File: config.mk
export PLATFORM = sky130hd
export DESIGN_NAME = serial_subtractor_flat
export DESIGN_NICKNAME = d
export VERILOG_FILES = /design/src/rtl/serial_subtractor_if.sv /design/src/rtl/serial_subtractor.sv /design/src/flat_wrapper.sv
export SDC_FILE = /design/constraint.sdc
export NUM_CORES = 1
export LEC_CHECK = 0
export CAP_MARGIN = 20
export CORE_ASPECT_RATIO = 1.25
export CORE_MARGIN = 4
export CORE_UTILIZATION = 55
export CTS_CLUSTER_DIAMETER = 40
export DETAILED_ROUTE_END_ITERATION = 6
export PLACE_DENSITY = 0.83
export SLEW_MARGIN = 0
export SYNTH_ARGS = -nofsm -noshare
export SYNTH_HDL_FRONTEND = slang
export SYNTH_SLANG_ARGS = --single-unit
File: constraint.sdc
create_clock -name clk -period 3.5 [get_ports clk]
set_input_delay 0.7 -clock clk [delete_from_list [all_inputs] [get_ports clk]]
set_output_delay 0.7 -clock clk [all_outputs]
set_load 0.02 [all_outputs]
File: src/rtl/serial_subtractor_if.sv
// Request/response bundle for the bit-serial subtractor.
// The requester drives operands and start; the subtractor returns status and result.
interface serial_subtractor_if #(
  parameter int WIDTH = 8
);
  logic             start;
  logic             ready;
  logic [WIDTH-1:0] data_A;
  logic [WIDTH-1:0] data_B;
  logic             borrow_in;
  logic             busy;
  logic [WIDTH-1:0] diff;
  logic             borrow_out;
  logic             overflow;
  logic             done;

  modport master (
    output start, data_A, data_B, borrow_in,
    input  ready, busy, diff, borrow_out, overflow, done
  );

  modport slave (
    input  start, data_A, data_B, borrow_in,
    output ready, busy, diff, borrow_out, overflow, done
  );
endinterface

File: src/rtl/serial_subtractor.sv
// Bit-serial two's-complement subtractor: diff = data_A - data_B - borrow_in,
// one bit per clock, LSB first, with a single registered borrow stage.
// A request takes WIDTH cycles in RUN plus one DONE cycle that pulses done.
module serial_subtractor #(
  parameter int WIDTH = 8
) (
  input  logic                clk,
  input  logic                rst_n,
  serial_subtractor_if.slave  bus
);

  localparam int CW = (WIDTH > 1) ? $clog2(WIDTH) : 1;
  localparam logic [CW-1:0] LAST = CW'(WIDTH - 1);

  typedef enum logic [1:0] {
    IDLE = 2'd0,
    RUN  = 2'd1,
    DONE = 2'd2
  } state_t;

  state_t           state;
  state_t           state_nxt;

  logic [WIDTH-1:0] a_sr;
  logic [WIDTH-1:0] b_sr;
  logic [WIDTH-1:0] res_sr;
  logic             br;
  logic [CW-1:0]    cnt;
  logic             sign_a;
  logic             sign_b;

  logic [WIDTH-1:0] diff_q;
  logic             borrow_q;
  logic             overflow_q;

  logic             ready_c;
  logic             busy_c;
  logic             done_c;

  logic             accept;
  logic             last_bit;
  logic             d_bit;
  logic             nb_bit;

  // One full-subtractor cell applied to the current LSBs of the operands.
  assign d_bit    = a_sr[0] ^ b_sr[0] ^ br;
  assign nb_bit   = (~a_sr[0] & b_sr[0]) | (~(a_sr[0] ^ b_sr[0]) & br);

  assign accept   = (state == IDLE) && bus.start;
  assign last_bit = (state == RUN) && (cnt == LAST);

  // State register.
  always_ff @(posedge clk or negedge rst_n) begin
    if (!rst_n) begin
      state <= IDLE;
    end else begin
      // NOTE: sequential state uses non-blocking assignments so every register
      // samples pre-edge values regardless of statement order.
      state <= state_nxt;
    end
  end

  // Next-state and status decode; start is only honoured in IDLE.
  always_comb begin
    // NOTE: every signal gets a default first so no path leaves it unassigned,
    // which would otherwise infer a latch.
    state_nxt = state;
    ready_c   = 1'b0;
    busy_c    = 1'b0;
    done_c    = 1'b0;
    case (state)
      IDLE: begin
        ready_c = 1'b1;
        if (bus.start) state_nxt = RUN;
      end
      RUN: begin
        busy_c = 1'b1;
        if (cnt == LAST) state_nxt = DONE;
      end
      DONE: begin
        busy_c    = 1'b1;
        done_c    = 1'b1;
        state_nxt = IDLE;
      end
      default: state_nxt = IDLE;
    endcase
  end

  // Operand capture, serial datapath, and result registers loaded on the last bit
  // so they are already valid during the DONE cycle.
  always_ff @(posedge clk or negedge rst_n) begin
    if (!rst_n) begin
      a_sr       <= '0;
      b_sr       <= '0;
      res_sr     <= '0;
      br         <= 1'b0;
      cnt        <= '0;
      sign_a     <= 1'b0;
      sign_b     <= 1'b0;
      diff_q     <= '0;
      borrow_q   <= 1'b0;
      overflow_q <= 1'b0;
    end else if (accept) begin
      a_sr   <= bus.data_A;
      b_sr   <= bus.data_B;
      br     <= bus.borrow_in;
      cnt    <= '0;
      sign_a <= bus.data_A[WIDTH-1];
      sign_b <= bus.data_B[WIDTH-1];
    end else if (state == RUN) begin
      a_sr   <= a_sr >> 1;
      b_sr   <= b_sr >> 1;
      res_sr <= {d_bit, res_sr[WIDTH-1:1]};
      br     <= nb_bit;
      cnt    <= cnt + CW'(1);
      if (last_bit) begin
        // d_bit is the result MSB on the final step.
        diff_q     <= {d_bit, res_sr[WIDTH-1:1]};
        borrow_q   <= nb_bit;
        overflow_q <= (sign_a != sign_b) && (d_bit != sign_a);
      end
    end
  end

  assign bus.ready      = ready_c;
  assign bus.busy       = busy_c;
  assign bus.done       = done_c;
  assign bus.diff       = diff_q;
  assign bus.borrow_out = borrow_q;
  assign bus.overflow   = overflow_q;

endmodule

File: src/flat_wrapper.sv
// flat-port wrapper written by rule: the top's interface ports become plain ports
module serial_subtractor_flat 
#(
  parameter int WIDTH = 8
)
  (clk, rst_n, bus_start, bus_data_A, bus_data_B, bus_borrow_in, bus_ready, bus_busy, bus_diff, bus_borrow_out, bus_overflow, bus_done);
  serial_subtractor_if #(.WIDTH(WIDTH)) bus_i ();
  input  logic clk;
  input  logic rst_n;
  input wire logic [$bits(bus_i.start)-1:0] bus_start;
  input wire logic [$bits(bus_i.data_A)-1:0] bus_data_A;
  input wire logic [$bits(bus_i.data_B)-1:0] bus_data_B;
  input wire logic [$bits(bus_i.borrow_in)-1:0] bus_borrow_in;
  output wire logic [$bits(bus_i.ready)-1:0] bus_ready;
  output wire logic [$bits(bus_i.busy)-1:0] bus_busy;
  output wire logic [$bits(bus_i.diff)-1:0] bus_diff;
  output wire logic [$bits(bus_i.borrow_out)-1:0] bus_borrow_out;
  output wire logic [$bits(bus_i.overflow)-1:0] bus_overflow;
  output wire logic [$bits(bus_i.done)-1:0] bus_done;
  assign bus_i.start = bus_start;
  assign bus_i.data_A = bus_data_A;
  assign bus_i.data_B = bus_data_B;
  assign bus_i.borrow_in = bus_borrow_in;
  assign bus_ready = bus_i.ready;
  assign bus_busy = bus_i.busy;
  assign bus_diff = bus_i.diff;
  assign bus_borrow_out = bus_i.borrow_out;
  assign bus_overflow = bus_i.overflow;
  assign bus_done = bus_i.done;
  serial_subtractor #(.WIDTH(WIDTH)) u_core (.clk(clk), .rst_n(rst_n), .bus(bus_i));
endmodule
-- Word-level counts from Yosys, hierarchy flattened
Index checks and enable logic that the tools add are counted.
- bits of input ports: 20
- register bits after elaboration: 42
- output and inout port bits: 13
- logic and storage cells: 50
- bitwise operators: 8
- equal/unequal tests: 7
- add/sub/neg operators: 1
- reductions and logical operators: 9
- mux-type cells: 14
- operator list (operator ; count):
    $mux 8 ; 4
    $mux 3 ; 2
    $mux 1 ; 5
    $mux 2 ; 2
    $ne 2x2->1 const B ; 2
    $pmux 2 s2 ; 1
    $reduce_and 2->1 ; 2
    $add 3x1->3 const B ; 1
    $eq 3x3->1 const B ; 1
    $logic_and 1x1->1 ; 3
    $not 1->1 ; 3
    $reduce_and 3->1 ; 1
    $and 1x1->1 ; 2
    $eq 2x1->1 const B ; 1
    $eq 2x2->1 const B ; 1
    $logic_not 2->1 ; 1
    $ne 1x1->1 ; 2
    $reduce_bool 2->1 ; 1
    $reduce_or 2->1 ; 1
    $xor 1x1->1 ; 2
    $or 1x1->1 ; 1

-- Logic depth before layout (Yosys ltp)
- depth in word-level cells: 6
- depth in mapped cells: 7
- mapped depth without buffers: 5

-- Worst setup path before layout
Ideal clock, no wire load.
- path type: register to register
- start: register u_core.state[1]
- end: register u_core.state[0]
- slack: 1.961 ns
- cell stages (with the launch flop): 7
- setup time: 0.125 ns
- arrival time: 1.414 ns
- cell sequence: dfrtp_1 inv_1 ha_1 buf_6 inv_6 o22ai_4 mux2_4
- word-level cells in the longest chain between the ends: 3
- elaborated cells on any way between the ends: 6
- RTL lines (item ; line ; text):
    from (decl) ; serial_subtractor.sv:21 ; state_t state;
    from (signal assigned) ; serial_subtractor.sv:59 ; state <= state_nxt;
    $eq 2x1->1 / $logic_not 2->1 (equally long branches) ; serial_subtractor.sv:71 ; case (state)
    $ne 2x2->1 (no line) ; n/a ;
    $reduce_and 2->1 (no line) ; n/a ;
Several ways; a longest one is shown, not always the timed one.
A chain may end at the register's enable or synchronous reset.

-- Worst setup path in the final report
- start: register u_core.state[0]
- end: output port bus_busy
- word-level cells in the longest chain between the ends: 3
- elaborated cells on any way between the ends: 4
- RTL lines (item ; line ; text):
    $eq 2x2->1 / $eq 2x1->1 (equally long branches) ; serial_subtractor.sv:71 ;
    $reduce_or 2->1 (no line) (*) ; n/a ;
    $mux 1 (*) ; serial_subtractor.sv:71 ;
    to (decl) ; flat_wrapper.sv:15 ; output wire logic [$bits(bus_i.busy)-1:0] bus_busy;
Mark *: on every way between the ends. The rest lies on a longest branch, timed or not.

==> run metrics <==
max_cap viols=0; Post-Syn Area per Cell=between 10 and 15 um^2; status=complete, no violations; fin crit period=2.38 ns; fin util=0.703; crit-path cells=inv_1 > ha_1 > clkdlybuf4s50_1; pin count of the biggest net entering global routing=between 40 and 50; Final period util=0.679; Worst Path Arrival=1.68 ns; worst setup margin=about 1.1 ns; Startpoint Class=register; post-CTS setup repair buffer count=0; unrepaired setup endpoints after global routing=false; Hold Crit Class=reg2reg; Num CTS Buffers=5; Leakage=1.04 nW; H-Tree Depth=2; post-synthesis xor/xnor area fraction=0.00468; synth cell count leaders=dfrtp_1 (41), mux2_2 (18), mux2i_1 (17), nand2_1 (16), o21ai_0 (10); Setup TNS=0 ns; vias post-DR=1149; GR Overflow Total=0; global-route wire length before repair=5.01 mm; hpwl dp=2.26 mm; GPL Wtd Cong=0.784; number of port buffers=32; Post-synth ARST share=1.00; nets=206; Crit-path slowest cell=clkdlybuf4s50_1; die area=0.00441 mm^2; Root Buffer=clkbuf_8; Mapped Cells=~150; area leader, netlist=dfrtp_1; Hold Crit Start=u_core.bus.overflow; number of flops mapped to enable cells by yosys=0; Hold Crit Depth=2; vias in the first global route=about 1200; Cell variety after synth=24; Buf/Inv on CP=2; filler cell count in the final layout=between 200 and 250; Initial Util=0.576; skew final=0.00697 ns; Mapped Nets=173; Post-synth top flop=dfrtp_1; most numerous cell in the Yosys netlist=dfrtp_1; CP delay by family, top=buffers and inverters; kind of critical path=reg2out; Via density=5.32; post-place setup slack=1.26 ns; crit-path max FO=4; register bit total from synthesis=41; Reg-to-Reg Start=u_core.state[1]; share of the synthesized area in the top cell type=0.548; CTS tree=built; Worst Setup SP=u_core.state[0]; Die Y=73.2 um; Final Setup Violations=0; CP required=2.80 ns; total global-route track usage=0.156; synth top area cells=dfrtp_1 (55%), mux2_2 (11%), mux2i_1 (9.1%); proportion of synthesized area in mux cells=0.215; pwr dens=843 mW/mm^2; drt drc=0; design area=approximately 0.0023 mm^2; Post-DRT Antenna Nets=0; ANT cells=0; number of cell rows=23; clk_lat worst skew=0.29 ns; Resized Gates After CTS=0; # hold bufs at CTS=0; DRT Wirelength=3.04 mm; Slew HR=0.415; Iteration-0 DRC Markers=33; Max stage delay on crit path=0.59 ns; share of cells above drive strength 1=0.190; Core Box Area=approximately 0.0033 mm^2; CP Capture Type=output pin; largest family of logic cells by synthesized area=multiplexers; die outline width=60.2 um; worst-case clock buffer depth=2; CTS sink cnt=just over 40; Cell Area, Synth=0.00187 mm^2; Synth Area in Simple Gates=0.0602; compound-cell area share of the yosys netlist=0.0655; average wire per standard cell=roughly 14 um; Max Transition Viols Final=0; Layout area overhead=22.1%; fraction of the yosys area taken by sequential cells=0.548; Pre-Repair DR Iteration Count=2; r2r worst-path depth=5; initial antenna violation count=0; Max Clk Rate=0.421 GHz; yosys warns=0; Ports=33; Hold Fails Final Rpt=0; placed inst area=0.00218 mm^2; Peak VDD IR=692 uV; CP Depth=3; Slew @ Worst Pin=0.878 ns; Post-Synth Adder-Cell Area=0.0575; Clock transition at path regs=0.08 ns
-- through the flow --
step	power, mW	hold slack, ns	cells
CTS	1.95	0.498	216
finish	1.93	0.498	216
floorplan	1.42	0.404	145
global placement	1.56	0.467	208
global route	2.07	0.532	216
detailed placement	1.62	0.479	208
-- metal layers --
metal / GRT usage / part of all wire / up-vias
met2: 0.278 / 0.53 / 27
met5: 0 / 0 / -
met1: 0.161 / 0.39 / 560
met3: 0.0531 / 0.061 / 6
met4: 0.0665 / 0.017 / 0
li1: - / - / 556
-- tightest hold or removal path, stage by stage, from the launching register on --
cell and delay (ns):
dfrtp_1 0.35, nand2_1 0.05, o21ai_0 0.06
-- final timing paths --
path                       slack [ns]             endpoint
max                              1.12             bus_busy
min in group asynchronous        0.52   u_core.bus.diff[3]
max reg2reg                      1.76       u_core.a_sr[2]
min                              0.50  u_core.bus.overflow
min reg2reg                      0.50  u_core.bus.overflow
max in group asynchronous        2.42       u_core.b_sr[6]
-- cells by family (layout without fill, tap and decap cells) --
group	count (synthesis)	in the layout
DFF	41	41
muxes	37	37
and+or+nand+nor	24	24
AOI/OAI and AO/OA	20	20
buffers and inverters	14	48
adders and majority gates	8	8
xor gates and xnor gates	1	1
-- power breakdown --
| group | internal [mW] | switching, mW | total (mW) |
|---|---|---|---|
| Sequential | 0.667 | 0.114 | 0.781 |
| Clock | 0.178 | 0.155 | 0.333 |
| Combinational | 0.422 | 0.392 | 0.814 |
| Total | 1.27 | 0.661 | 1.93 |
-- layout make-up --
type	count	area [um^2]	share of cell area
Timing Repair Buffer	34	330	0.144
Sequential cell	41	1030	0.449
Clock buffer	7	96.3	0.0421
Inverter	6	27.5	0.0120
Clock inverter	1	5.00	0.00219
Tap cell	37	46.3	0.0203
Multi-Input combinational cell	90	754	0.330
-- flip-flops by register name (all words and copies together), names as in the netlist, 2 cells and up --
name	flops
u_core.cnt	3
u_core.b_sr	8
u_core.a_sr	8
u_core.bus.diff	8
u_core.res_sr	7
u_core.state	2
-- layout by cell type, fill, tap and decap left out, types with 2 or more instances in the layout --
| cell type | synthesis | final |
|---|---|---|
| a22o_1 | 2 | 2 |
| nor2_1 | 4 | 4 |
| mux2_4 | 2 | 2 |
| nand2_1 | 16 | 16 |
| mux2_2 | 18 | 18 |
| clkbuf_8 | 0 | 7 |
| inv_1 | 5 | 5 |
| ha_1 | 7 | 7 |
| o21ai_1 | 6 | 6 |
| clkdlybuf4s50_1 | 0 | 31 |
| o21ai_0 | 10 | 10 |
| dfrtp_1 | 41 | 41 |
| mux2i_1 | 17 | 17 |
| buf_4 | 2 | 2 |
Power figures use the tool's default switching activity.
